[src/rtl/fc_pkg.sv]
// rtl/fc_pkg.sv - shared defaults and state encoding for the FC accumulate/argmax stage
package fc_pkg;

  localparam int DEF_LENGTH_FC  = 64;
  localparam int DEF_DATA_WIDTH = 16;
  localparam int DEF_NUM_CLASS  = 4;
  localparam int DEF_ACC_WIDTH  = 2*DEF_DATA_WIDTH + $clog2(DEF_LENGTH_FC);

  typedef enum logic {
    ST_IDLE  = 1'b0,
    ST_ACCUM = 1'b1
  } fc_state_t;

  // Counter width that stays legal when a count of one collapses $clog2 to zero.
  function automatic int cnt_width(input int n);
    return (n > 1) ? $clog2(n) : 1;
  endfunction

endpackage

[src/rtl/fc_argmax_tracker.sv]
// rtl/fc_argmax_tracker.sv - running maximum over class sums within one frame
module fc_argmax_tracker
  import fc_pkg::*;
#(
  parameter int IW        = 2,
  parameter int ACC_WIDTH = DEF_ACC_WIDTH
) (
  input  logic                 clk,
  input  logic                 rst_n,
  input  logic                 clear,
  input  logic                 upd,
  input  logic [IW-1:0]        upd_idx,
  input  logic [ACC_WIDTH-1:0] upd_score,
  input  logic                 frame_end,
  output logic [IW-1:0]        win_idx,
  output logic [ACC_WIDTH-1:0] win_score
);

  logic [IW-1:0]        best_idx;
  logic [ACC_WIDTH-1:0] best_score;
  logic                 take_new;

  // Class 0 seeds the frame; later classes must be strictly larger so ties keep the lower index.
  always_comb begin
    take_new  = (upd_idx == '0) || ($signed(upd_score) > $signed(best_score));
    win_idx   = take_new ? upd_idx   : best_idx;
    win_score = take_new ? upd_score : best_score;
  end

  always_ff @(posedge clk or negedge rst_n) begin
    if (!rst_n) begin
      best_idx   <= '0;
      best_score <= '0;
    end else if (clear) begin
      best_idx   <= '0;
      best_score <= '0;
    end else if (upd) begin
      if (frame_end) begin
        best_idx   <= '0;
        best_score <= '0;
      end else begin
        best_idx   <= win_idx;
        best_score <= win_score;
      end
    end
  end

endmodule

[src/rtl/fc_accum_argmax.sv]
// rtl/fc_accum_argmax.sv - per-class accumulation of FC outputs with frame argmax result
module fc_accum_argmax
  import fc_pkg::*;
#(
  parameter int LENGTH_FC  = DEF_LENGTH_FC,
  parameter int DATA_WIDTH = DEF_DATA_WIDTH,
  parameter int NUM_CLASS  = DEF_NUM_CLASS,
  parameter int ACC_WIDTH  = 2*DATA_WIDTH + $clog2(LENGTH_FC)
) (
  input  logic                         clk,
  input  logic                         rst_n,
  input  logic                         in_valid,
  input  logic [2*DATA_WIDTH-1:0]      in_data,
  input  logic                         clear,
  input  logic                         class_ack,
  output logic                         score_valid,
  output logic [ACC_WIDTH-1:0]         score,
  output logic [$clog2(NUM_CLASS)-1:0] score_idx,
  output logic                         class_valid,
  output logic [$clog2(NUM_CLASS)-1:0] class_id,
  output logic [ACC_WIDTH-1:0]         class_score,
  output logic                         busy,
  output logic                         overrun
);

  localparam int IW = $clog2(NUM_CLASS);
  localparam int EW = cnt_width(LENGTH_FC);

  fc_state_t            state, state_next;
  logic [EW-1:0]        elem_cnt;
  logic [IW-1:0]        class_cnt;
  logic [ACC_WIDTH-1:0] acc;
  logic [ACC_WIDTH-1:0] sample_ext;
  logic [ACC_WIDTH-1:0] sum;
  logic                 take;
  logic                 last_elem;
  logic                 last_class;
  logic                 class_done;
  logic                 frame_done;
  logic [IW-1:0]        win_idx;
  logic [ACC_WIDTH-1:0] win_score;

  // A sample presented together with clear is dropped.
  always_comb begin
    take       = in_valid && !clear;
    sample_ext = ACC_WIDTH'($signed(in_data));
    sum        = acc + sample_ext;
    last_elem  = (elem_cnt == EW'(LENGTH_FC-1));
    last_class = (class_cnt == IW'(NUM_CLASS-1));
    class_done = take && last_elem;
    frame_done = class_done && last_class;
  end

  always_ff @(posedge clk or negedge rst_n) begin
    if (!rst_n) state <= ST_IDLE;
    else        state <= state_next;
  end

  always_comb begin
    state_next = state;
    case (state)
      ST_IDLE:  if (take) state_next = frame_done ? ST_IDLE : ST_ACCUM;
      ST_ACCUM: if (clear || frame_done) state_next = ST_IDLE;
      default:  state_next = ST_IDLE;
    endcase
  end

  always_comb begin
    busy = (state == ST_ACCUM);
  end

  always_ff @(posedge clk or negedge rst_n) begin
    if (!rst_n) begin
      elem_cnt    <= '0;
      class_cnt   <= '0;
      acc         <= '0;
      score_valid <= 1'b0;
      score       <= '0;
      score_idx   <= '0;
      class_valid <= 1'b0;
      class_id    <= '0;
      class_score <= '0;
      overrun     <= 1'b0;
    end else begin
      score_valid <= 1'b0;
      overrun     <= 1'b0;
      if (class_ack) class_valid <= 1'b0;
      if (clear) begin
        elem_cnt  <= '0;
        class_cnt <= '0;
        acc       <= '0;
      end else if (in_valid) begin
        if (last_elem) begin
          acc         <= '0;
          elem_cnt    <= '0;
          score_valid <= 1'b1;
          score       <= sum;
          score_idx   <= class_cnt;
          class_cnt   <= last_class ? '0 : class_cnt + IW'(1);
          // A new result overwrites a pending one; it is only lost if not acknowledged now.
          if (last_class) begin
            class_valid <= 1'b1;
            class_id    <= win_idx;
            class_score <= win_score;
            overrun     <= class_valid && !class_ack;
          end
        end else begin
          acc      <= sum;
          elem_cnt <= elem_cnt + EW'(1);
        end
      end
    end
  end

  fc_argmax_tracker #(
    .IW        (IW),
    .ACC_WIDTH (ACC_WIDTH)
  ) u_tracker (
    .clk       (clk),
    .rst_n     (rst_n),
    .clear     (clear),
    .upd       (class_done),
    .upd_idx   (class_cnt),
    .upd_score (sum),
    .frame_end (frame_done),
    .win_idx   (win_idx),
    .win_score (win_score)
  );

endmodule
[config.mk]
export PLATFORM = sky130hd
export DESIGN_NAME = fc_accum_argmax
export DESIGN_NICKNAME = d
export VERILOG_FILES = /design/src/rtl/fc_pkg.sv /design/src/rtl/fc_argmax_tracker.sv /design/src/rtl/fc_accum_argmax.sv
export SDC_FILE = /design/constraint.sdc
export NUM_CORES = 1
export LEC_CHECK = 0
export ABC_AREA = 1
export BUFFER_PORTS_ARGS = -buffer_cell sky130_fd_sc_hd__buf_2
export CORE_MARGIN = 2
export CORE_UTILIZATION = 50
export CTS_CLUSTER_DIAMETER = 200
export DETAILED_ROUTE_END_ITERATION = 16
export PLACE_DENSITY_LB_ADDON = 0.3
export SLEW_MARGIN = 30
export SYNTH_ARGS = -nofsm -noshare
export SYNTH_HDL_FRONTEND = slang
export SYNTH_HIERARCHICAL = 1
export SYNTH_SLANG_ARGS = --single-unit
[constraint.sdc]
create_clock -name clk -period 11.8 [get_ports clk]
set_clock_uncertainty 0.15 [all_clocks]
set_input_delay 1.18 -clock clk [delete_from_list [all_inputs] [get_ports clk]]
set_output_delay 1.18 -clock clk [all_outputs]
set_load 0.05 [all_outputs]
* Word-level counts from Yosys, hierarchy flattened
Cells that the tools add are included.
** Cells by class
- Add/sub/neg operators :: 3
- Magnitude comparators :: 1
- Equality and inequality tests :: 2
- Multiplexer cells :: 34
- Bitwise operators :: 2
- Reductions and logical operators :: 15
** Operators by type and width (number)
- 2-to-1 mux 38 bit :: 7
- adder 38 bit :: 1
- greater-than comparator 38 bit :: 1
- 2-to-1 mux 6 bit :: 3
- 2-to-1 mux 2 bit :: 8
- 2-to-1 mux 1 bit :: 15
- adder 6 x 1 -> 6 bit (second input constant) :: 1
- equality test 6 bit (second input constant) :: 1
- nonzero test 2 bit :: 3
- logical AND 1 bit :: 4
- AND reduction 4 bit :: 1
- AND reduction 3 bit :: 1
- adder 2 x 1 -> 2 bit (second input constant) :: 1
- equality test 2 bit (second input constant) :: 1
- logical NOT 1 bit :: 2
- logical NOT 2 bit :: 1
- logical OR 1 bit :: 2
- inverter 1 bit :: 2
- one-hot mux 1 bit (2 select lines) :: 1
- AND reduction 2 bit :: 1
** Storage, ports and cells
- Flip-flop bits (word level) :: 170
- Input port bits :: 37
- Output and inout port bits :: 84
- Word-level logic and storage cells :: 70

* Logic depth before layout (Yosys ltp)
- Depth after elaboration :: 7
- Depth in mapped cells :: 33
- Mapped depth without buffers :: 31

* Hierarchy
Netlist, hierarchy kept.
** By module, submodules not included
- fc_accum_argmax :: instances 1, cells an instance 1097, area an instance 7783.7 µm², seq. area each 3253.1 µm²
- fc_argmax_tracker :: instances 1, cells an instance 527, area an instance 3453.3 µm², seq. area each 1001.0 µm²

* Worst setup path before layout
No wires, ideal clock.
- Path type :: in2reg
- Start :: input in_data[0]
- End :: register class_score[17]
- Setup time :: 0.066 ns
- Arrival :: 4.380 ns
- Data required time :: 11.584 ns
- Setup slack :: 7.205 ns
- Stages on the path :: 26
- Buffers on the path :: 2
- Cells stage by stage :: ha_1 fa_1 nand3_1 nand3_1 nand2_1 nand2_1 nand2_1 nand2_1 nand3b_1 nand3_1 and2_1 ha_1 nand2_1 nor2_1 nand3_1 nor2_1 nand2_1 or3_4 nand3_2 nand2_1 buf_6 buf_6 nand2_1 and2_1 nand2_1 nand2_1
** Between the ends
- Word-level cells in the longest chain between the ends :: 4
** RTL lines
- start: declaration :: line fc_accum_argmax.sv:13 : input logic [2*DATA_WIDTH-1:0] in_data,
- adder 38 bit :: line fc_accum_argmax.sv:47 : sum = acc + sample_ext;
- named net sum[28] :: line fc_accum_argmax.sv:34 : logic [ACC_WIDTH-1:0] sum;
- greater-than comparator 38 bit :: line fc_argmax_tracker.sv:25 : take_new = (upd_idx == '0) || ($signed(upd_score) > $signed(best_score));
- logical OR 1 bit :: line fc_argmax_tracker.sv:25
- 2-to-1 mux 38 bit :: line fc_argmax_tracker.sv:27 : win_score = take_new ? upd_score : best_score;
- named net win_score[17] :: line fc_accum_argmax.sv:41 : logic [ACC_WIDTH-1:0] win_score;
- end signal: assignment :: line fc_accum_argmax.sv:104 : class_score <= win_score;
- end: declaration :: line fc_accum_argmax.sv:21 : output logic [ACC_WIDTH-1:0] class_score,
The timed path passes the listed nets, and every way through them passes these cells.
A chain may end at the register's enable or synchronous reset.

* Worst setup path in the final report
- Start :: input in_data[2]
- End :: register class_score[3]
The elaborated chain is that of the path after synthesis.

==> results.txt <==
After routing, the total negative slack on setup checks comes to 0 ns. For this design the ratio of total power to cell area is 147 nW/um2. The run gives 57.6% as the final standard cell utilization of the core. Across the run, the number of max-cap violations was 0.

The top cell types in the final layout, fill and taps aside, are 675 x nand2_1, 205 x inv_1, 170 x dfrtp_1, 146 x nand3_1, 119 x buf_2. Buffers placed on the I/O ports in this run total 120. TritonCTS built the clock tree.

STA classifies the critical path endpoint as a register. The logs give 12600 um2 for the summed area of non-filler cells in the final layout and 42 for the number of different library cells in the post-synthesis netlist. The number of standard cells in the layout, taps in and fillers out is 2019. The cell at the root of the clock tree was clkbuf_16.

Clock-pin slew on the worst setup and hold paths: 0.07 ns. Setup violations remaining at the end of the flow were counted as 0. Buffers inserted during clock tree synthesis total 17. Summing every instance area after synthesis gives 11200 um2.

Across all layers, the routed design uses 10500 vias. The most common library cell in the layout ignoring fill and taps was nand2_1. Commonest register cell after synthesis: dfrtp_1. Sink count of the clock tree: 170.

The worst hold path belongs to the class register to register. The detailed router's first-iteration violation count was 755. Initial antenna violation count: 0. The synthesized netlist devotes 8.75% of its cell area to adder and majority cells. The die boundary width was 154 um. The H-tree was split into 4 levels. The run gives 0 as the final hold violation count. Synthesis produced 1624 cells.

Category of the worst setup path launch point: a primary input. From bottom edge to top edge, the die measures 154 um. In the synthesized netlist, mux cells make up 0% of the area.

The post-route fraction of the period consumed by the critical path is 50.5%, and the count of pins on the block boundary is 121. Timing analysis after detailed placement gives a worst setup slack of 5.46 ns. Entering global routing, the biggest net connects 105 pins. The synthesized design contains 170 register bits. The maximum fanout along the worst path works out to 41.

Number of enable flip-flop cells after synthesis: 0. The slew at the pin with the worst max-slew slack came out at 0.961 ns. Static leakage: 0.00745 uW.

Per-instance average area after synthesis: 6.92 um2. The count of TritonRoute iterations in the first routing pass came out at 7. The count of buffers added by post-CTS timing repair for setup is 0.

The count of nets left with antenna violations after detail routing was 0; the clock network latency to the later pin of the worst-skew pair was 0.44 ns. The share of the synthesized area in compound gates (AO/OA/AOI/OAI) was 5.01%; the cell area after placement was 12000 um2. The post-synthesis async set-or-reset flop share is 100%, and the overall die area is 23700 um2. Detail-routed via count per cell: 5.20.

Warning count from the yosys run: 6. Global routing finished with a remaining overflow of 0. The flow ran to the end, and the final reports show no timing, DRC or antenna violations.

The initial utilization of the core area, before any placement, comes to 51.2%. The wire-length estimate of the detail-placed layout is 22900 um. The final estimated routing congestion in global placement came out at 0.995.

Setup repair after global routing left no endpoint under its margin. The all-layer global routing usage was 27.7%; the per-cell routed wire length was 15.6 um. Setup slack on the critical path of the routed design comes to 5.84 ns. The core area came out at 22000 um2. The run gives 0 as the number of pins exceeding their max-slew limit in the final report. After clock tree synthesis, the flow added hold-fix buffers numbering 0. Start-to-end type of the worst setup path: primary input to register.

Summing the sequential cell areas from Yosys gives 37.9% of the chip area. Global-route wire length before repair: 52000 um. The maximum ir drop on the vdd rail came out at 0.0945 mV. The data required time of the critical path was 11.98 ns. For the net count after synthesis, the log shows 1739. The dominant combinational cell family by area after synthesis was simple AND/OR/NAND/NOR gates. The tools report the relative slew slack as 35.9%. The via count of the first global-routing pass was 10200; the number of remaining DRC errors was 0. 0 antenna diodes ended up in the layout. The cell row count was 54; the relative area change from synthesis to final layout was 12.5%. The clock passes through at most 2 buffers. The post-synthesis simple-gate area fraction is 37.8%. STA puts the critical path data arrival time at 6.14 ns.

The number of gates resized after CTS was 0. The post-route minimum period was 5.96 ns. Once placement completed, the tool counted placed cells totaling 1986. For the highest clock rate, the log shows 168 MHz. The post-synthesis share of cell area spent on xor and xnor gates came out at 1.38%. Net total in the final layout: 1841. The share of post-route cells with drive strength above 1 is 11.1%, and the total length of routed wires is 31600 um.
[sequential cells by signal, summed over array words and instances (netlist names)]
register	count
acc	38
busy	1
class_cnt	2
class_id	2
class_score	38
class_valid	1
elem_cnt	6
overrun	1
score	38
score_idx	2
score_valid	1
u_tracker/best_idx	2
u_tracker/best_score	38
[power breakdown]
part,switching [uW],internal (uW)
sequential,16.8,610
clock,273,322
combinational,428,210
total,719,1140
[cell families after synthesis]
group,count (synthesis)
compound gates,99
flops,170
fa+ha+maj,78
simple gates,1006
buf+inv,255
xor+xnor,16
[final cells by class]
class | instances | area, um2
flip-flops and latches | 170 | 4250
multi-input cells | 1199 | 5960
well taps | 280 | 350
inverters | 211 | 793
repair buffers | 127 | 671
clock buffers | 17 | 425
fillers | 2140 | 9320
clock inverters | 15 | 181
[worst paths after layout]
path                                      from        endpoint  slack [ns]  cells after the start
worst max-delay path                in_data[2]  class_score[3]        5.84                     27
worst min-delay path            class_score[0]  class_score[0]        0.33                      2
worst max register to register          acc[0]  class_score[3]        6.31                     27
worst min register to register  class_score[0]  class_score[0]        0.33                      2
max in group asynchronous                rst_n        score[7]        9.49                      2
min in group asynchronous                rst_n       score[13]        0.62                      1
[worst max-delay path: stages]
cell	delay, ns
buf_2	0.12
ha_1	0.39
nand2_1	0.12
nand3_1	0.23
nand2_1	0.12
nand2_1	0.12
nand2_1	0.10
nand3_2	0.14
nand2_1	0.12
nand3_1	0.10
and2_1	0.21
ha_1	0.37
nand2_1	0.12
nor2_2	0.19
nand3_1	0.09
nor2_1	0.10
nand2_1	0.07
nor2_1	0.10
nor2_1	0.06
nand3_1	0.12
nand3_2	0.75
nand2_1	0.26
buf_4	0.42
nand2_1	0.17
and2_1	0.17
nand2_1	0.06
nand2_1	0.06
[routing by layer]
layer	global-route usage (%)	part of all wire [%]	vias up	wire, um
met5	0	0	-	0
met4	13.3	4.5	0	1420
met3	4.31	6.0	82	1880
met2	44.3	45	336	14200
met1	37.1	45	4847	14100
li1	-	-	5243	-
[cell usage after synthesis, drive strengths merged, types with 5 or more instances]
library cell	number	share of area, %
a21oi	47	2.1
a22o	10	0.78
and2	58	3.3
buf	25	1.5
clkbuf	19	0.63
dfrtp	170	38
ha	77	8.6
inv	210	7.0
nand2	680	23
nand3	149	6.8
nand3b	5	0.33
nand4	5	0.28
nor2	88	3.2
nor3	9	0.40
o21ai	30	1.3
or2	8	0.45
xor2	13	1.1
[through the flow]
| stage | power [uW] | hold slack, ns |
|---|---|---|
| after global placement | 1250 | 0.301 |
| after detailed placement | 1260 | 0.307 |
| final | 1860 | 0.326 |
| after CTS | 1860 | 0.327 |
| after global routing | 1980 | 0.350 |
| after floorplan | 1090 | 0.299 |
Power figures use the tool's default switching activity.
